**config.mk**
```make
export PLATFORM = sky130hd
export DESIGN_NAME = word_byte_sequencer
export DESIGN_NICKNAME = d
export VERILOG_FILES = /design/src/rtl/word_byte_sequencer.sv
export SDC_FILE = /design/constraint.sdc
export NUM_CORES = 1
export LEC_CHECK = 0
export BUFFER_PORTS_ARGS = -buffer_cell sky130_fd_sc_hd__buf_2
export CAP_MARGIN = 20
export CORE_MARGIN = 1
export CORE_UTILIZATION = 44
export DETAILED_ROUTE_END_ITERATION = 12
export PLACE_DENSITY_LB_ADDON = 0.25
export SYNTH_ARGS = -nofsm -noshare
export SYNTH_HDL_FRONTEND = slang
export SYNTH_SLANG_ARGS = --single-unit
```
**constraint.sdc**
```tcl
create_clock -name clk -period 1.65 [get_ports clk]
set_input_delay 0.33 -clock clk [delete_from_list [all_inputs] [get_ports clk]]
set_output_delay 0.33 -clock clk [all_outputs]
set_load 0.02 [all_outputs]
```
**src/rtl/word_byte_sequencer.sv**
```systemverilog
// Serializes a latched 32-bit word into 1..4 bytes through an external 4:1 byte mux,
// with valid/ready handshakes on both the word and byte sides.
module word_byte_sequencer #(
  parameter bit MSB_FIRST = 1'b0
) (
  input  logic        clk,
  input  logic        rst,
  input  logic        word_valid,
  input  logic [31:0] word_data,
  input  logic [1:0]  word_len,
  output logic        word_ready,
  output logic [31:0] mux_datain,
  output logic [1:0]  mux_sel,
  input  logic [7:0]  mux_dataout,
  output logic        byte_valid,
  output logic [7:0]  byte_data,
  input  logic        byte_ready,
  output logic        busy,
  output logic        done
);

  typedef enum logic [0:0] {StIdle, StSend} state_e;

  state_e      state_q, state_d;
  logic [31:0] data_q, data_d;
  logic [1:0]  sel_q, sel_d;
  logic [1:0]  cnt_q, cnt_d;
  logic [1:0]  len_q, len_d;
  logic        done_q, done_d;

  assign word_ready = (state_q == StIdle) && !rst;
  assign busy       = (state_q == StSend) && !rst;
  assign byte_valid = (state_q == StSend) && !rst;
  assign byte_data  = mux_dataout;
  assign mux_datain = data_q;
  assign mux_sel    = sel_q;
  assign done       = done_q;

  always_comb begin
    state_d = state_q;
    data_d  = data_q;
    sel_d   = sel_q;
    cnt_d   = cnt_q;
    len_d   = len_q;
    done_d  = 1'b0;
    unique case (state_q)
      StIdle: begin
        if (word_valid && word_ready) begin
          state_d = StSend;
          data_d  = word_data;
          len_d   = word_len;
          sel_d   = MSB_FIRST ? word_len : 2'd0;
          cnt_d   = 2'd0;
        end
      end
      StSend: begin
        if (byte_ready) begin
          if (cnt_q == len_q) begin
            // Last byte: leave mux_sel on its final value instead of stepping past it.
            state_d = StIdle;
            done_d  = 1'b1;
          end else begin
            cnt_d = cnt_q + 2'd1;
            sel_d = MSB_FIRST ? (sel_q - 2'd1) : (sel_q + 2'd1);
          end
        end
      end
    endcase
  end

  always_ff @(posedge clk) begin
    if (rst) begin
      state_q <= StIdle;
      data_q  <= 32'd0;
      sel_q   <= 2'd0;
      cnt_q   <= 2'd0;
      len_q   <= 2'd0;
      done_q  <= 1'b0;
    end else begin
      state_q <= state_d;
      data_q  <= data_d;
      sel_q   <= sel_d;
      cnt_q   <= cnt_d;
      len_q   <= len_d;
      done_q  <= done_d;
    end
  end

endmodule

```
==> results.yml <==
outcome:
  status: "completed"
hold_path:
  whs_endpoint: "len_q[1]"
  worstHoldPathCells: 3
  hp-start: "word_len[1]"
  hp-class: "in2reg"
cts:
  cts-root-buf: "clkbuf_8"
  cts.path.max_buffers: 2
  cts_buffers: 5
  post-cts-setup-buffers: 0
  cts_resized: 0
  cts_tree: "yes"
  cts.reportedPaths.clkPinSlew_ps: 70
  holdBufCountCts: 0
  clkLatencyLatePin_ps: 280
  numClockSinks: 40
  htreeDepth: 2
grt:
  grt_use_total: 0.175
  use_met2: 0.271
  overflow: 0
  grt_max_degree: 41
  met1_usage: 0.215
  grt_pass1_vias: 1220
  grt_pass1_wl_um: 5440
  grt_use_met3: 0.0725
  antenna_found_initial: 0
  busiest_layer: "met2"
yosys:
  yosysTopAreaCell: "dfxtp_1"
  synth_nets: 240
  synth_top_area_frac: 0.482
  synth_cells: 194
  yosys_register_bits: 40
  ys_warn_count: 0
  async_reset_ff_frac: 0
  ys_dominant_reg_cell: "dfxtp_1"
  ys_types: 26
  synth_edf_count: 0
  synth_area_um2: 1660
  ys_top_cells_by_area: "dfxtp_1 (48%), nand2b_1 (13%), nand2_1 (8.4%), o21ai_0 (6.6%), buf_4 (4.5%)"
  ys_seq_area_frac: 0.482
  syn_area_per_cell_um2: 8.56
sta:
  setup_viol: 0
  final-hold-violation-count: 0
  fin_skew_ps: 5.06
  fmax_ghz: 0.670
  finalSetupTns_ps: 0
  rsz0062_at_grt: "no"
  period_needed_ps: 1490
  final-max-slew-violation-count: 0
  tightest_slew_ps: 317
  min_period_over_period: 0.904
  max-slew-margin-rel: 0.789
placement:
  dp_hpwl_um: 2320
  placed_area_um2: 1980
  gp_congestion: 0.732
  placement.io_buffers: 75
layout:
  diodes: 0
  nets: 304
  fin_area_um2: 2060
  post-route-util: 0.595
  drive_above_1_share: 0.349
  area_growth_pct: 24.1
detailed_routing:
  viasPerCell: 4.62
  avgRoutedWirePerCell_um: 10.8
  first_pass_iters: 4
  drt_iter0_markers: 78
  vias: 1404
  drt-total-wl_um: 3290
  ant_nets: 0
  drcViolationCount: 0
floorplanning:
  start_util: 0.479
  dieHeight_um: 63.5
  die_x_um: 63.5
  ios: 92
  rows: 21
  dieArea_um2: 4030
  core_um2: 3470
setup_path:
  r2r_cells: 4
  critical_path.endpoint_type: "primary output"
  cp_max_fo: 8
  critPathKind: "reg2out"
  r2r_setup_slack_ps: 320
  required_ps: 1320
  critPathLaunchType: "register"
  timing.rr.start: "cnt_q[0]"
  timing.rr.end: "mux_sel[1]"
  critPathArrivalTime_ps: 1160
power:
  pwr-share-comb: 0.171
  swShare: 0.268
  power_density_nw_per_um2: 967
  totalPowerFinal_mw: 1.99
  p_leak_nw: 0.939
  p_sw_uw: 535
  p_int_mw: 1.46
  seq_power_share: 0.536
  pwr-share-clk: 0.293
  vdd_ir_drop_max_mv: 0.586
run:
  cap_violations: 0
## worst max path at each step
| stage | from | end | slack [ps] | cells past startpoint |
|---|---|---|---|---|
| 2_1_floorplan | state_q | byte_valid | 270 | 3 |
| 3_3_place_gp | rst | mux_datain[1] | 270 | 5 |
| 3_5_place_dp | rst | mux_datain[30] | 240 | 5 |
| 4_1_cts | state_q | busy | 130 | 3 |
| 5_1_grt | state_q | byte_valid | 90 | 3 |
| 6_report | state_q | busy | 160 | 3 |
## cells in the final DEF, fill, tap and decap left out, types with 5 or more instances in the layout
cell / count
o21ai_0: 22
nand2_1: 37
nand2b_1: 34
clkbuf_8: 5
o21ai_1: 12
buf_2: 75
dfxtp_1: 40
## layout make-up
| cell class | instances | area (um^2) |
|---|---|---|
| clock buffer | 6 | 72.6 |
| clock inverter | 1 | 5.00 |
| fill | 355 | 1410 |
| inverter | 1 | 3.75 |
| multi-input combinational | 131 | 704 |
| sequential | 40 | 801 |
| tap | 46 | 57.6 |
| timing repair buffer | 79 | 418 |
## metrics by stage
stage	worst slack [ps]	std cells	hold slack, ps
finish	158	304	239
global route	86.3	304	230
CTS	131	304	230
detailed placement	242	297	455
global placement	270	297	450
floorplan	267	194	439
## state kept, by name, indices dropped and copies added (netlist names)
signal / cells
cnt_q: 2
done: 1
len_q: 2
mux_datain: 32
mux_sel: 2
state_q: 1
## power by group through the flow
stage	logic (mW)	clock network, mW	registers, mW
2_1_floorplan	0.173	0	1.16
3_3_place_gp	0.340	0	1.09
3_5_place_dp	0.344	0	1.09
4_1_cts	0.345	0.611	1.07
5_1_grt	0.376	0.664	1.08
6_report	0.341	0.584	1.07
## critical path, cell delays in order (launching register included)
cell and delay, ps:
dfxtp_1 340, buf_4 160, nor2b_1 190, buf_2 190
## Yosys cell counts, types with 2 or more instances
library cell	n
nor3b_1	3
nor3_1	2
mux2_2	3
a211oi_1	2
xnor2_1	2
nand2_1	37
o21ai_0	22
a31oi_1	2
buf_2	2
buf_6	4
o21ai_1	12
nor2_1	3
clkbuf_1	5
nand2b_1	34
dfxtp_1	40
a21oi_1	2
buf_4	10
## logic make-up (layout without fill, tap and decap cells)
| family | after synthesis | count (layout) | share of synthesized area |
|---|---|---|---|
| AOI/OAI and AO/OA | 43 | 43 | 0.139 |
| muxes | 3 | 3 | 0.0203 |
| DFF | 40 | 40 | 0.482 |
| xor gates and xnor gates | 2 | 2 | 0.0105 |
| and+or+nand+nor | 83 | 83 | 0.253 |
| buffers and inverters | 23 | 87 | 0.0949 |
## per-layer routing
layer	routed length [um]	vias to the layer above
met3	222	4
met5	0	-
met1	1550	614
li1	-	749
met2	1500	37
met4	25	0
(Power assumes the default switching activity.)
